[src/rtl/multu_hilo_unit_if.sv]
// Request/response bundle between the execute-stage control and the MULTU/HI/LO unit.
// The unit takes the slave side; control or a testbench takes the master side.
interface multu_hilo_unit_if #(
  parameter int WIDTH = 32
);
  logic             mul_start;
  logic [WIDTH-1:0] a;
  logic [WIDTH-1:0] b;
  logic [3:0]       alu_ctrl;
  logic             busy;
  logic             done;
  logic             stall;
  logic [WIDTH-1:0] hi;
  logic [WIDTH-1:0] lo;
  logic [WIDTH-1:0] rd_data;

  modport master (
    output mul_start, a, b, alu_ctrl,
    input  busy, done, stall, hi, lo, rd_data
  );

  modport slave (
    input  mul_start, a, b, alu_ctrl,
    output busy, done, stall, hi, lo, rd_data
  );
endinterface

[src/rtl/multu_hilo_unit.sv]
// Iterative unsigned shift-add multiplier with architectural HI/LO registers.
// One multiplier bit is consumed per cycle; HI/LO only change on the completing edge.
// Optional macro MULTU_EARLY_TERM_EN: finish as soon as the remaining multiplier bits
// are all zero (latency = max(1, msb(b)+1)); otherwise latency is always WIDTH cycles.
module multu_hilo_unit #(
  parameter int WIDTH = 32,
  parameter int CNT_W = 6    // 2**CNT_W must exceed WIDTH
) (
  input logic               clk,
  input logic               rst,   // async, active low
  multu_hilo_unit_if.slave  bus
);
  localparam logic [3:0] ALU_MFHI = 4'b1010;
  localparam logic [3:0] ALU_MFLO = 4'b1011;

  typedef enum logic {IDLE, RUN} state_t;

  state_t               r_state,  w_state_nxt;
  logic [2*WIDTH-1:0]   r_acc,    w_acc_nxt;
  logic [2*WIDTH-1:0]   r_mcand,  w_mcand_nxt;
  logic [WIDTH-1:0]     r_mplier, w_mplier_nxt;
  logic [CNT_W-1:0]     r_cnt,    w_cnt_nxt;
  logic [WIDTH-1:0]     r_hi,     w_hi_nxt;
  logic [WIDTH-1:0]     r_lo,     w_lo_nxt;
  logic                 r_done,   w_done_nxt;

  logic [2*WIDTH-1:0]   w_acc_sum;
  logic [WIDTH-1:0]     w_mplier_sh;
  logic [CNT_W-1:0]     w_cnt_inc;
  logic                 w_last;
  logic                 w_busy;
  logic                 w_mfhi;
  logic                 w_mflo;

  // Datapath for one iteration: conditional add, then shift both operands.
  assign w_acc_sum   = r_mplier[0] ? (r_acc + r_mcand) : r_acc;
  assign w_mplier_sh = r_mplier >> 1;
  assign w_cnt_inc   = r_cnt + CNT_W'(1);

`ifdef MULTU_EARLY_TERM_EN
  // No set bits left means every remaining iteration would add nothing.
  assign w_last = (w_cnt_inc == CNT_W'(WIDTH)) || (w_mplier_sh == '0);
`else
  assign w_last = (w_cnt_inc == CNT_W'(WIDTH));
`endif

  // Next-state and next-datapath values; every target holds by default.
  always_comb begin
    w_state_nxt  = r_state;
    w_acc_nxt    = r_acc;
    w_mcand_nxt  = r_mcand;
    w_mplier_nxt = r_mplier;
    w_cnt_nxt    = r_cnt;
    w_hi_nxt     = r_hi;
    w_lo_nxt     = r_lo;
    w_done_nxt   = 1'b0;
    case (r_state)
      IDLE: begin
        if (bus.mul_start) begin
          w_mcand_nxt  = {{WIDTH{1'b0}}, bus.a};
          w_mplier_nxt = bus.b;
          w_acc_nxt    = '0;
          w_cnt_nxt    = '0;
          w_state_nxt  = RUN;
        end
      end
      RUN: begin
        w_acc_nxt    = w_acc_sum;
        w_mcand_nxt  = r_mcand << 1;
        w_mplier_nxt = w_mplier_sh;
        w_cnt_nxt    = w_cnt_inc;
        if (w_last) begin
          // Commit includes this iteration's add.
          w_hi_nxt    = w_acc_sum[2*WIDTH-1:WIDTH];
          w_lo_nxt    = w_acc_sum[WIDTH-1:0];
          w_done_nxt  = 1'b1;
          w_state_nxt = IDLE;
        end
      end
      default: w_state_nxt = IDLE;
    endcase
  end

  // State and datapath registers; reset aborts any multiply and clears HI/LO.
  always_ff @(posedge clk or negedge rst) begin
    if (!rst) begin
      r_state  <= IDLE;
      r_acc    <= '0;
      r_mcand  <= '0;
      r_mplier <= '0;
      r_cnt    <= '0;
      r_hi     <= '0;
      r_lo     <= '0;
      r_done   <= 1'b0;
    end else begin
      r_state  <= w_state_nxt;
      r_acc    <= w_acc_nxt;
      r_mcand  <= w_mcand_nxt;
      r_mplier <= w_mplier_nxt;
      r_cnt    <= w_cnt_nxt;
      r_hi     <= w_hi_nxt;
      r_lo     <= w_lo_nxt;
      r_done   <= w_done_nxt;
    end
  end

  // Busy is exactly the RUN state; stall holds back anything that needs HI/LO or the unit.
  assign w_busy = (r_state == RUN);
  assign w_mfhi = (bus.alu_ctrl == ALU_MFHI);
  assign w_mflo = (bus.alu_ctrl == ALU_MFLO);

  assign bus.busy    = w_busy;
  assign bus.done    = r_done;
  assign bus.stall   = w_busy & (bus.mul_start | w_mfhi | w_mflo);
  assign bus.hi      = r_hi;
  assign bus.lo      = r_lo;
  assign bus.rd_data = w_mfhi ? r_hi : (w_mflo ? r_lo : '0);
endmodule

[src/flat_wrapper.sv]
// flat-port wrapper written by rule: the top's interface ports become plain ports
module multu_hilo_unit_flat 
#(
  parameter int WIDTH = 32,
  parameter int CNT_W = 6                                 
)
  (clk, rst, bus_mul_start, bus_a, bus_b, bus_alu_ctrl, bus_busy, bus_done, bus_stall, bus_hi, bus_lo, bus_rd_data);
  multu_hilo_unit_if #(.WIDTH(WIDTH)) bus_i ();
  input logic clk;
  input logic rst;
  input wire logic [$bits(bus_i.mul_start)-1:0] bus_mul_start;
  input wire logic [$bits(bus_i.a)-1:0] bus_a;
  input wire logic [$bits(bus_i.b)-1:0] bus_b;
  input wire logic [$bits(bus_i.alu_ctrl)-1:0] bus_alu_ctrl;
  output wire logic [$bits(bus_i.busy)-1:0] bus_busy;
  output wire logic [$bits(bus_i.done)-1:0] bus_done;
  output wire logic [$bits(bus_i.stall)-1:0] bus_stall;
  output wire logic [$bits(bus_i.hi)-1:0] bus_hi;
  output wire logic [$bits(bus_i.lo)-1:0] bus_lo;
  output wire logic [$bits(bus_i.rd_data)-1:0] bus_rd_data;
  assign bus_i.mul_start = bus_mul_start;
  assign bus_i.a = bus_a;
  assign bus_i.b = bus_b;
  assign bus_i.alu_ctrl = bus_alu_ctrl;
  assign bus_busy = bus_i.busy;
  assign bus_done = bus_i.done;
  assign bus_stall = bus_i.stall;
  assign bus_hi = bus_i.hi;
  assign bus_lo = bus_i.lo;
  assign bus_rd_data = bus_i.rd_data;
  multu_hilo_unit #(.WIDTH(WIDTH), .CNT_W(CNT_W)) u_core (.clk(clk), .rst(rst), .bus(bus_i));
endmodule
[config.mk]
export PLATFORM = sky130hd
export DESIGN_NAME = multu_hilo_unit_flat
export DESIGN_NICKNAME = d
export VERILOG_FILES = /design/src/rtl/multu_hilo_unit_if.sv /design/src/rtl/multu_hilo_unit.sv /design/src/flat_wrapper.sv
export SDC_FILE = /design/constraint.sdc
export NUM_CORES = 1
export LEC_CHECK = 0
export BUFFER_PORTS_ARGS = -buffer_cell sky130_fd_sc_hd__buf_2
export CELL_PAD_IN_SITES_DETAIL_PLACEMENT = 0
export CELL_PAD_IN_SITES_GLOBAL_PLACEMENT = 1
export CORE_ASPECT_RATIO = 0.6
export CORE_MARGIN = 1.5
export CORE_UTILIZATION = 45
export DETAILED_ROUTE_END_ITERATION = 8
export PLACE_DENSITY_LB_ADDON = 0.1
export SLEW_MARGIN = 20
export SYNTH_ARGS = -nofsm -noshare
export SYNTH_HDL_FRONTEND = slang
export SYNTH_SLANG_ARGS = --single-unit
[constraint.sdc]
create_clock -name clk -period 4.2 [get_ports clk]
set_input_delay 0.42 -clock clk [delete_from_list [all_inputs] [get_ports clk]]
set_output_delay 0.42 -clock clk [all_outputs]
set_load 0.02 [all_outputs]
==> impl_metrics.ini <==
[floorplanning]
ioPinCount = 170
dieArea_sq_mm = 0.0324
fp.dieW_microns = 231
die_h_microns = 140
start_util = 0.464
core_sq_mm = 0.0303
row_count = 49

[grt]
grt_max_degree = 86
grt_pass1_vias = 11295
overflow = 0
grt_pass1_wl_mm = 69.1
antenna_found_initial = 0
grtUsageTotal = 0.276

[setup_path]
critPathRequiredTime_ps = 4690
criticalPathCategory = reg -> reg
cpMostUsedCell = nand3_1
cp.arrival_ps = 4360
start_kind = flop
crit_path_end_kind = flop
path_max_fanout = 4
slowest_stage = a2111oi_2
cpPeakStageDelay_ps = 570
path_cells = ha_1 > inv_1 > fa_1 > nand2b_1 > a211oi_1 > buf_4 > o31ai_1 > a2111oi_2 > o2111ai_1 > nand3_1 > a21oi_1 > o21a_1 > or4b_1 > nand3_1

[yosys]
synthMostInstantiatedCell = nand2_1
netlist_area_sq_mm = 0.0141
ys_seq_elements = 232
ys_types = 63
yosysWarnings = 0
synthCells = 1578
synth_nets = 1715
synth_area_leaders = dfrtp_1 (41%), mux2i_1 (10%), o21ai_0 (7.3%), nand2_1 (7.2%), ha_1 (5.8%)
synth_top_area_cell = dfrtp_1
synth_top_area_share = 0.412
synth_edf_count = 0
ys_seq_area_frac = 0.412
synth_area_per_cell_sq_um = 8.92
synthFlopType = dfrtp_1
synthTopCellsByCount = nand2_1 (270), dfrtp_1 (232), o21ai_0 (206)
synth_async_sr_flop_share = 1.00

[clock_tree]
htreeDepth = 1
clk_pin_slew_ps = 60
root_buffer = clkbuf_16
cts_buffers = 25
cts_tree = done
clk_latency_ps = 560
cts.repair.resized = 0
clk_path_buf_depth = 3
clkSinkCount = 232

[timing]
fin_crit_ps = 3870
max_freq_mhz = 259
tns_ps = 0
rsz0062_at_grt = no
worst_pin_slew_ps = 1110
drv_slew = 0
hold_viol = 0
relSlewSlack = 0.261
period_share = 0.921
skew_ps = 17.0
setup_viol = 0

[placed_design]
hpwlAfterDp_mm = 32.6
dp.cells = 2064
io_buffers = 169
place_congestion = 0.925

[worst_hold_path]
hold_class = in -> reg

[detailed_routing]
vias_per_cell = 5.73
routedWlPerCell_microns = 21.2
finalWirelength_mm = 44.8
drt-initial-drc-count = 1002
drt-pass1-iter-count = 5
postRouteAntennaNets = 0
num_vias = 12089
post-route-drc-count = 0

[power]
p_sw_uw = 6030
irDropWorstVdd_uv = 398
swShare = 0.467
powerDensity_mw_per_mm2 = 805
power_frac_seq = 0.327
power.internal_uw = 6890
pwr-share-clk = 0.175
combPwrFrac = 0.498
cellLeakagePower_uw = 0.00777

[cells_and_area]
area_growth_pct = 14.0
fin_cells = 2111
drive_above_1_share = 0.149
fillers = 2875
nets = 1821

[status]
status = complete, no violations

[run]
drv_cap = 0
-- layer usage --
layer,GRT usage,share of wire,up-vias
li1,-,-,5817
met1,0.441,0.51,5897
met2,0.386,0.40,337
met5,0,0,-
met3,0.0576,0.073,38
met4,0.0368,0.011,0
-- registers in the layout, indices dropped and copies added (netlist names) --
register         cells
u_core.bus.busy      1
u_core.r_acc        64
u_core.r_cnt         6
u_core.bus.done      1
u_core.bus.hi       32
u_core.bus.lo       32
u_core.r_mplier     32
u_core.r_mcand      64
-- cell type report --
| type | count | area (sq um) | share of cell area |
|---|---|---|---|
| Timing Repair Buffer | 187 | 1020 | 0.0636 |
| Clock inverter | 9 | 92.6 | 0.00577 |
| Tap cell | 408 | 510 | 0.0318 |
| Antenna cell | 1 | 2.50 | 0.000156 |
| Sequential cell | 232 | 5810 | 0.362 |
| Multi-Input combinational cell | 1210 | 7770 | 0.484 |
| Clock buffer | 36 | 737 | 0.0459 |
| Inverter | 28 | 105 | 0.00655 |
-- per-stage QoR --
| step | hold slack [ps] | setup slack [ps] | total power (uW) | utilization | cell area, sq um |
|---|---|---|---|---|---|
| after floorplan | 124 | 1010 | 8480 | - | 14100 |
| after global placement | 462 | 544 | 10500 | 0.501 | 15200 |
| after detailed placement | 463 | 398 | 10600 | 0.501 | 15200 |
| after CTS | 98.6 | 375 | 12900 | 0.529 | 16000 |
| after global routing | 155 | 86.7 | 13800 | 0.529 | 16000 |
| final | 105 | 333 | 12900 | 0.529 | 16000 |
-- kinds of logic after synthesis --
| logic type | share of synthesized area |
|---|---|
| AOI/OAI and AO/OA | 0.202 |
| xor gates and xnor gates | 0.0392 |
| adders and majority gates | 0.0592 |
| buffers and inverters | 0.0368 |
| DFF | 0.412 |
| muxes | 0.103 |
| and+or+nand+nor | 0.147 |
-- cell usage in the layout, fill, tap and decap left out, drive strengths merged, types with 9 or more instances in the layout --
| master | instances |
|---|---|
| nor3b | 10 |
| a31oi | 10 |
| xnor2 | 42 |
| o21ai | 210 |
| xor2 | 21 |
| ha | 65 |
| and3 | 10 |
| dfrtp | 232 |
| inv | 28 |
| nor2 | 89 |
| nand2 | 270 |
| nor2b | 9 |
| buf | 186 |
| clkbuf | 36 |
| a31o | 11 |
| o21bai | 14 |
| mux2i | 141 |
| nand4 | 23 |
| a211oi | 9 |
| a21oi | 89 |
| a22o | 38 |
| nand3 | 20 |
| a21o | 37 |
-- worst max-delay path: cells and delay by family, from the launching register on --
family	cells	cell delay, ps
compound gates	6	1510
fa+ha+maj	2	630
buf+inv	2	240
flops	1	380
simple gates	4	1040
-- power by group through the flow --
stage | combinational [uW] | sequential [uW] | clock (uW)
6_report | 6430 | 4230 | 2270
3_3_place_gp | 6270 | 4200 | 0
5_1_grt | 7110 | 4330 | 2390
3_5_place_dp | 6340 | 4220 | 0
2_1_floorplan | 4470 | 4000 | 0
4_1_cts | 6370 | 4200 | 2310
-- what timing repair did --
| item | in CTS | in global routing |
|---|---|---|
| hold buffers | 1 | 0 |
| hold endpoints to repair | 80 | 0 |
| buffers inserted | 0 | 0 |
-- path summary, 6_finish.rpt --
kind / from / to / slack (ps) / depth (start not counted)
setup / recovery: u_core.r_mcand[0] / u_core.bus.hi[30] / 330 / 14
hold / removal: bus_b[31] / u_core.r_mplier[31] / 110 / 3
setup reg to reg: u_core.r_mcand[0] / u_core.bus.hi[30] / 330 / 14
hold reg to reg: u_core.r_mplier[6] / u_core.r_mplier[5] / 480 / 2
max in group asynchronous: rst / u_core.bus.busy / 2770 / 3
min in group asynchronous: rst / u_core.bus.lo[20] / 450 / 2
No activity file was read; power rests on OpenSTA's default activity.
